### src/rtl/vga_scan_fetch.sv
// vga_scan_fetch: 640x480@60 VGA scan controller and pixel fetcher.
// Generates H/V timing from a divided pixel tick and walks a linear pixel
// address through image memory. It registers the returned grey byte onto
// R/G/B, aligned with sync and blank.
// Ports:
//   clk, rst            system clock, asynchronous active-high reset
//   mem_addr[18:0]      linear pixel address to image memory
//   mem_rdata[31:0]     combinational read data; only [7:0] is used
//   vga_clk             pixel clock to DAC
//   vga_hsync/vsync     active-low syncs
//   vga_blank_n         1 while a visible pixel is presented
//   vga_r/g/b[7:0]      grey pixel byte replicated, 0 during blanking
//   frame_start         one-clk pulse when output pixel (0,0) appears
module vga_scan_fetch #(
  parameter int unsigned CLK_DIV = 2,
  parameter int unsigned H_VIS   = 640,
  parameter int unsigned H_FP    = 16,
  parameter int unsigned H_SYNC  = 96,
  parameter int unsigned H_BP    = 48,
  parameter int unsigned V_VIS   = 480,
  parameter int unsigned V_FP    = 10,
  parameter int unsigned V_SYNC  = 2,
  parameter int unsigned V_BP    = 33
) (
  input  logic        clk,
  input  logic        rst,
  output logic [18:0] mem_addr,
  input  logic [31:0] mem_rdata,
  output logic        vga_clk,
  output logic        vga_hsync,
  output logic        vga_vsync,
  output logic        vga_blank_n,
  output logic [7:0]  vga_r,
  output logic [7:0]  vga_g,
  output logic [7:0]  vga_b,
  output logic        frame_start
);

  localparam int unsigned H_TOT  = H_VIS + H_FP + H_SYNC + H_BP;
  localparam int unsigned V_TOT  = V_VIS + V_FP + V_SYNC + V_BP;
  localparam int unsigned DIV_W  = (CLK_DIV > 1) ? $clog2(CLK_DIV) : 1;
  localparam int unsigned H_W    = $clog2(H_TOT);
  localparam int unsigned V_W    = $clog2(V_TOT);
  localparam int unsigned ADDR_W = 19;
  localparam int unsigned PIX_W  = 8;

  localparam logic [DIV_W-1:0] DIV_LAST   = DIV_W'(CLK_DIV - 1);
  localparam logic [DIV_W-1:0] DIV_HALF   = DIV_W'(CLK_DIV / 2);
  localparam logic [H_W-1:0]   H_LAST     = H_W'(H_TOT - 1);
  localparam logic [H_W-1:0]   H_VIS_END  = H_W'(H_VIS);
  localparam logic [H_W-1:0]   H_VIS_LAST = H_W'(H_VIS - 1);
  localparam logic [H_W-1:0]   H_SYNC_BEG = H_W'(H_VIS + H_FP);
  localparam logic [H_W-1:0]   H_SYNC_END = H_W'(H_VIS + H_FP + H_SYNC);
  localparam logic [V_W-1:0]   V_LAST     = V_W'(V_TOT - 1);
  localparam logic [V_W-1:0]   V_VIS_END  = V_W'(V_VIS);
  localparam logic [V_W-1:0]   V_VIS_LAST = V_W'(V_VIS - 1);
  localparam logic [V_W-1:0]   V_SYNC_BEG = V_W'(V_VIS + V_FP);
  localparam logic [V_W-1:0]   V_SYNC_END = V_W'(V_VIS + V_FP + V_SYNC);

  logic [DIV_W-1:0] divCnt;
  logic [DIV_W-1:0] divNext;
  logic [H_W-1:0]   hCnt;
  logic [V_W-1:0]   vCnt;
  logic             tick;
  logic             hWrap;
  logic             vWrap;
  logic             visible;
  logic             lastPixel;
  logic             frameOrigin;
  logic             hSyncActive;
  logic             vSyncActive;
  logic             vgaClkNext;
  logic [PIX_W-1:0] pixel;
  logic [23:0]      unusedRdata;

  // Only the low byte carries the grey level.
  assign pixel       = mem_rdata[PIX_W-1:0];
  assign unusedRdata = mem_rdata[31:8];

  // Decode of the current scan position.
  always_comb begin
    tick        = (divCnt == DIV_LAST);
    divNext     = tick ? '0 : divCnt + DIV_W'(1);
    hWrap       = (hCnt == H_LAST);
    vWrap       = (vCnt == V_LAST);
    visible     = (hCnt < H_VIS_END) && (vCnt < V_VIS_END);
    lastPixel   = (hCnt == H_VIS_LAST) && (vCnt == V_VIS_LAST);
    frameOrigin = (hCnt == '0) && (vCnt == '0);
    hSyncActive = (hCnt >= H_SYNC_BEG) && (hCnt < H_SYNC_END);
    vSyncActive = (vCnt >= V_SYNC_BEG) && (vCnt < V_SYNC_END);
    // With no division there is no half period to shape, so the clock is held low.
    vgaClkNext  = (CLK_DIV > 1) && (divNext >= DIV_HALF);
  end

  // Pixel-tick divider and the registered pixel clock derived from it.
  always_ff @(posedge clk or posedge rst) begin
    if (rst) begin
      divCnt  <= '0;
      vga_clk <= 1'b0;
    end else begin
      divCnt  <= divNext;
      vga_clk <= vgaClkNext;
    end
  end

  // Horizontal and vertical scan counters.
  always_ff @(posedge clk or posedge rst) begin
    if (rst) begin
      hCnt <= '0;
      vCnt <= '0;
    end else if (tick) begin
      if (hWrap) begin
        hCnt <= '0;
        vCnt <= vWrap ? '0 : vCnt + V_W'(1);
      end else begin
        hCnt <= hCnt + H_W'(1);
      end
    end
  end

  // Incremental address: step across visible pixels, park on the last pixel
  // through blanking, and return to 0 as the scan wraps to (0,0).
  always_ff @(posedge clk or posedge rst) begin
    if (rst) begin
      mem_addr <= '0;
    end else if (tick) begin
      if (hWrap && vWrap) begin
        mem_addr <= '0;
      end else if (visible && !lastPixel) begin
        mem_addr <= mem_addr + ADDR_W'(1);
      end
    end
  end

  // Output stage: pixel, blank and syncs share one tick of latency.
  always_ff @(posedge clk or posedge rst) begin
    if (rst) begin
      vga_r       <= '0;
      vga_g       <= '0;
      vga_b       <= '0;
      vga_blank_n <= 1'b0;
      vga_hsync   <= 1'b1;
      vga_vsync   <= 1'b1;
      frame_start <= 1'b0;
    end else begin
      frame_start <= tick && frameOrigin;
      if (tick) begin
        vga_r       <= visible ? pixel : '0;
        vga_g       <= visible ? pixel : '0;
        vga_b       <= visible ? pixel : '0;
        vga_blank_n <= visible;
        vga_hsync   <= ~hSyncActive;
        vga_vsync   <= ~vSyncActive;
      end
    end
  end

endmodule

### config.mk
export PLATFORM = sky130hd
export DESIGN_NAME = vga_scan_fetch
export DESIGN_NICKNAME = d
export VERILOG_FILES = /design/src/rtl/vga_scan_fetch.sv
export SDC_FILE = /design/constraint.sdc
export NUM_CORES = 1
export LEC_CHECK = 0
export BUFFER_PORTS_ARGS = -buffer_cell sky130_fd_sc_hd__clkbuf_2
export CAP_MARGIN = 25
export CELL_PAD_IN_SITES_DETAIL_PLACEMENT = 0
export CELL_PAD_IN_SITES_GLOBAL_PLACEMENT = 2
export CORE_ASPECT_RATIO = 0.5
export CORE_MARGIN = 2
export CORE_UTILIZATION = 31
export CTS_CLUSTER_SIZE = 14
export DETAILED_ROUTE_END_ITERATION = 12
export HOLD_SLACK_MARGIN = 0.15
export PLACE_DENSITY_LB_ADDON = 0.1
export SYNTH_ARGS = -nofsm -noshare
export SYNTH_HDL_FRONTEND = slang
export SYNTH_SLANG_ARGS = --single-unit
### constraint.sdc
create_clock -name clk -period 2.4 [get_ports clk]
set_clock_uncertainty 0.1 [all_clocks]
set_input_delay 0.48 -clock clk [delete_from_list [all_inputs] [get_ports clk]]
set_output_delay 0.48 -clock clk [all_outputs]
set_load 0.02 [all_outputs]
==> out/metrics.yaml <==
period_needed_ps: 2350
clk_pin_slew_ps: 70
worst_slack_ps: 54.4
grt_usage: 0.152
gp_congestion: 0.763
cts_setup_buffers: 0
synth.area.top_cells: "dfrtp_1, buf_4, nand3_1"
yosysTopAreaCell: "dfrtp_1"
die_w_um: 139
fin_crit_sh: 0.977
max_slew_margin: 0.591
io_pins: 82
status: "complete, no violations"
maxCapViolations: 0
worstHoldPathType: "in2reg"
syn_inst: 289
routedWlPerCell_um: 14.8
clock_sinks: 52
fin_tns_setup_ps: 0
rsz0062_at_grt: "yes"
drive_gt1_frac: 0.325
fin_nets: 402
antenna_found_initial: 0
worstHoldStart: "mem_rdata[5]"
startpoint_type: "flop"
max_freq_ghz: 0.426
met1_usage: 0.223
gr-total-overflow: 0
startpoint: "hCnt[7]"
grt_pass1_vias: 2366
h-tree-depth: 2
num_rows: 24
drt-pass1-iter-count: 4
grt_pass1_wl_um: 12100
worstPathRequired_ps: 2520
grtUsageMet2: 0.232
grt_util_met3: 0.0428
wirelength_um: 7110
drc: 0
p_leak_nw: 1.72
dieArea_mm2: 0.00997
cts_tree: "yes"
synth_top_area_share: 0.442
final_core_util: 0.401
worst_slew_pin_slew_ps: 608
hold_viol: 0
setup_viol: 0
cts_max_path_buffers: 2
reg2reg_slack_ps: 50
grt_max_degree: 53
grt-busiest-layer: "met2"
place_ws_ps: 89.2
worst-setup-path-type: "reg2reg"
seq_area_frac_synth: 0.460
dp_hpwl_um: 5180
clk_latency_ps: 290
cts_buffers: 5
maxSlewViolCount: 0
synth_warnings: 0
antenna_left: 0
initial_core_util: 0.322
coreArea_mm2: 0.00880
syn-cell-area_mm2: 0.00283
avgSynthCellArea_um2: 9.81
antenna_cells: 0
vias: 2445
ys_ff_latch: 52
synth_nets: 328
ys_types: 52
cp-end-kind: "flop"
r2r_start: "hCnt[7]"
worst_hold_slack_ps: 316
drt_iter0_markers: 145
via_per_inst: 5.09
area_delta_synth_final_pct: 24.4
cts_root_buf: "clkbuf_16"
crit_fanout: 15
peakVddDrop_v: 0.000241
p_per_area_mw_per_mm2: 471
port-buffer-count: 57
die_y_um: 71.6
worstPathArrival_ps: 2460
layer usage:
layer / up-vias / share of wire
met4: 0 / 0.0045
met1: 1171 / 0.52
met2: 83 / 0.41
li1: 1187 / -
met3: 4 / 0.060
met5: - / 0
through the flow:
stage	instance area (µm²)	total power, mW	instances
after global placement	3370	0.991	472
after CTS	3520	1.70	480
final	3520	1.66	480
after global routing	3520	1.75	480
after detailed placement	3370	0.991	472
after floorplan	2830	0.971	289
kinds of logic after synthesis:
logic type                 Yosys count  share of synthesized area
and+or+nand+nor                    125                      0.253
AOI/OAI and AO/OA                   53                      0.135
DFF                                 52                      0.460
buffers and inverters               38                     0.0759
xor gates and xnor gates            10                     0.0309
muxes                                6                     0.0238
adders and majority gates            5                     0.0221
final timing paths:
path,end,cells after the start
worst max-delay path,mem_addr[2],6
max in group asynchronous,vga_hsync,4
worst min register to register,vga_blank_n,1
worst max register to register,mem_addr[2],6
min in group asynchronous,vga_r[6],4
worst min-delay path,vga_r[5],2
cells in the final DEF (no fill, tap or decap), drive strengths merged, types with 11 or more instances in the layout:
cell and instances:
clkbuf 64, nand3 22, nor2 13, dfrtp 50, buf 36, o21ai 12
nand2 30, inv 11
report_power, final:
part	leakage (nW)	internal (mW)	switching, mW
registers	0.672	0.883	0.00655
clock network	0.0640	0.382	0.303
logic	0.986	0.0277	0.0557
synth_stat cells (all sizes together):
cell type,n
a211o,6
a21o,4
a21oi,6
a22o,10
a31oi,6
a41oi,2
and2,2
and3,9
and4b,1
buf,22
clkbuf,5
dfrtp,50
dfstp,2
ha,5
inv,11
mux2,3
mux2i,3
nand2,30
nand2b,2
nand3,22
nand3b,1
nand4,10
nand4b,4
nor2,13
nor3,10
nor3b,1
nor4,10
nor4b,1
o211ai,1
o21ai,12
o22ai,2
o31a,1
o31ai,2
o32a,1
or2,2
or3,4
or4,1
or4b,2
xnor2,6
xor2,4
critical path, stage by stage, from the launching register on:
cell	delay [ps]
dfrtp_1	420
or4b_4	570
nor4b_4	320
buf_4	170
a21o_4	210
mux2_2	350
mux2i_1	130
flip-flops by register name, summed over array words and instances (netlist names):
register	cells
mem_addr	19
hCnt	10
vCnt	10
vga_r	8
divCnt	1
frame_start	1
vga_blank_n	1
vga_hsync	1
vga_vsync	1
area by class of cell:
type | count | area [µm²]
well taps | 117 | 146
fillers | 894 | 5270
flip-flops and latches | 52 | 1300
multi-input cells | 199 | 1320
repair buffers | 94 | 578
clock buffers | 7 | 133
inverters | 11 | 41.3
timing repair:
action | in CTS | in global routing
gates resized for setup | 0 | 1
hold endpoints to repair | 50 | 0
setup endpoints to repair | 0 | 14
hold buffers | 1 | 0
Note: power is estimated with default switching activity, not from simulation.
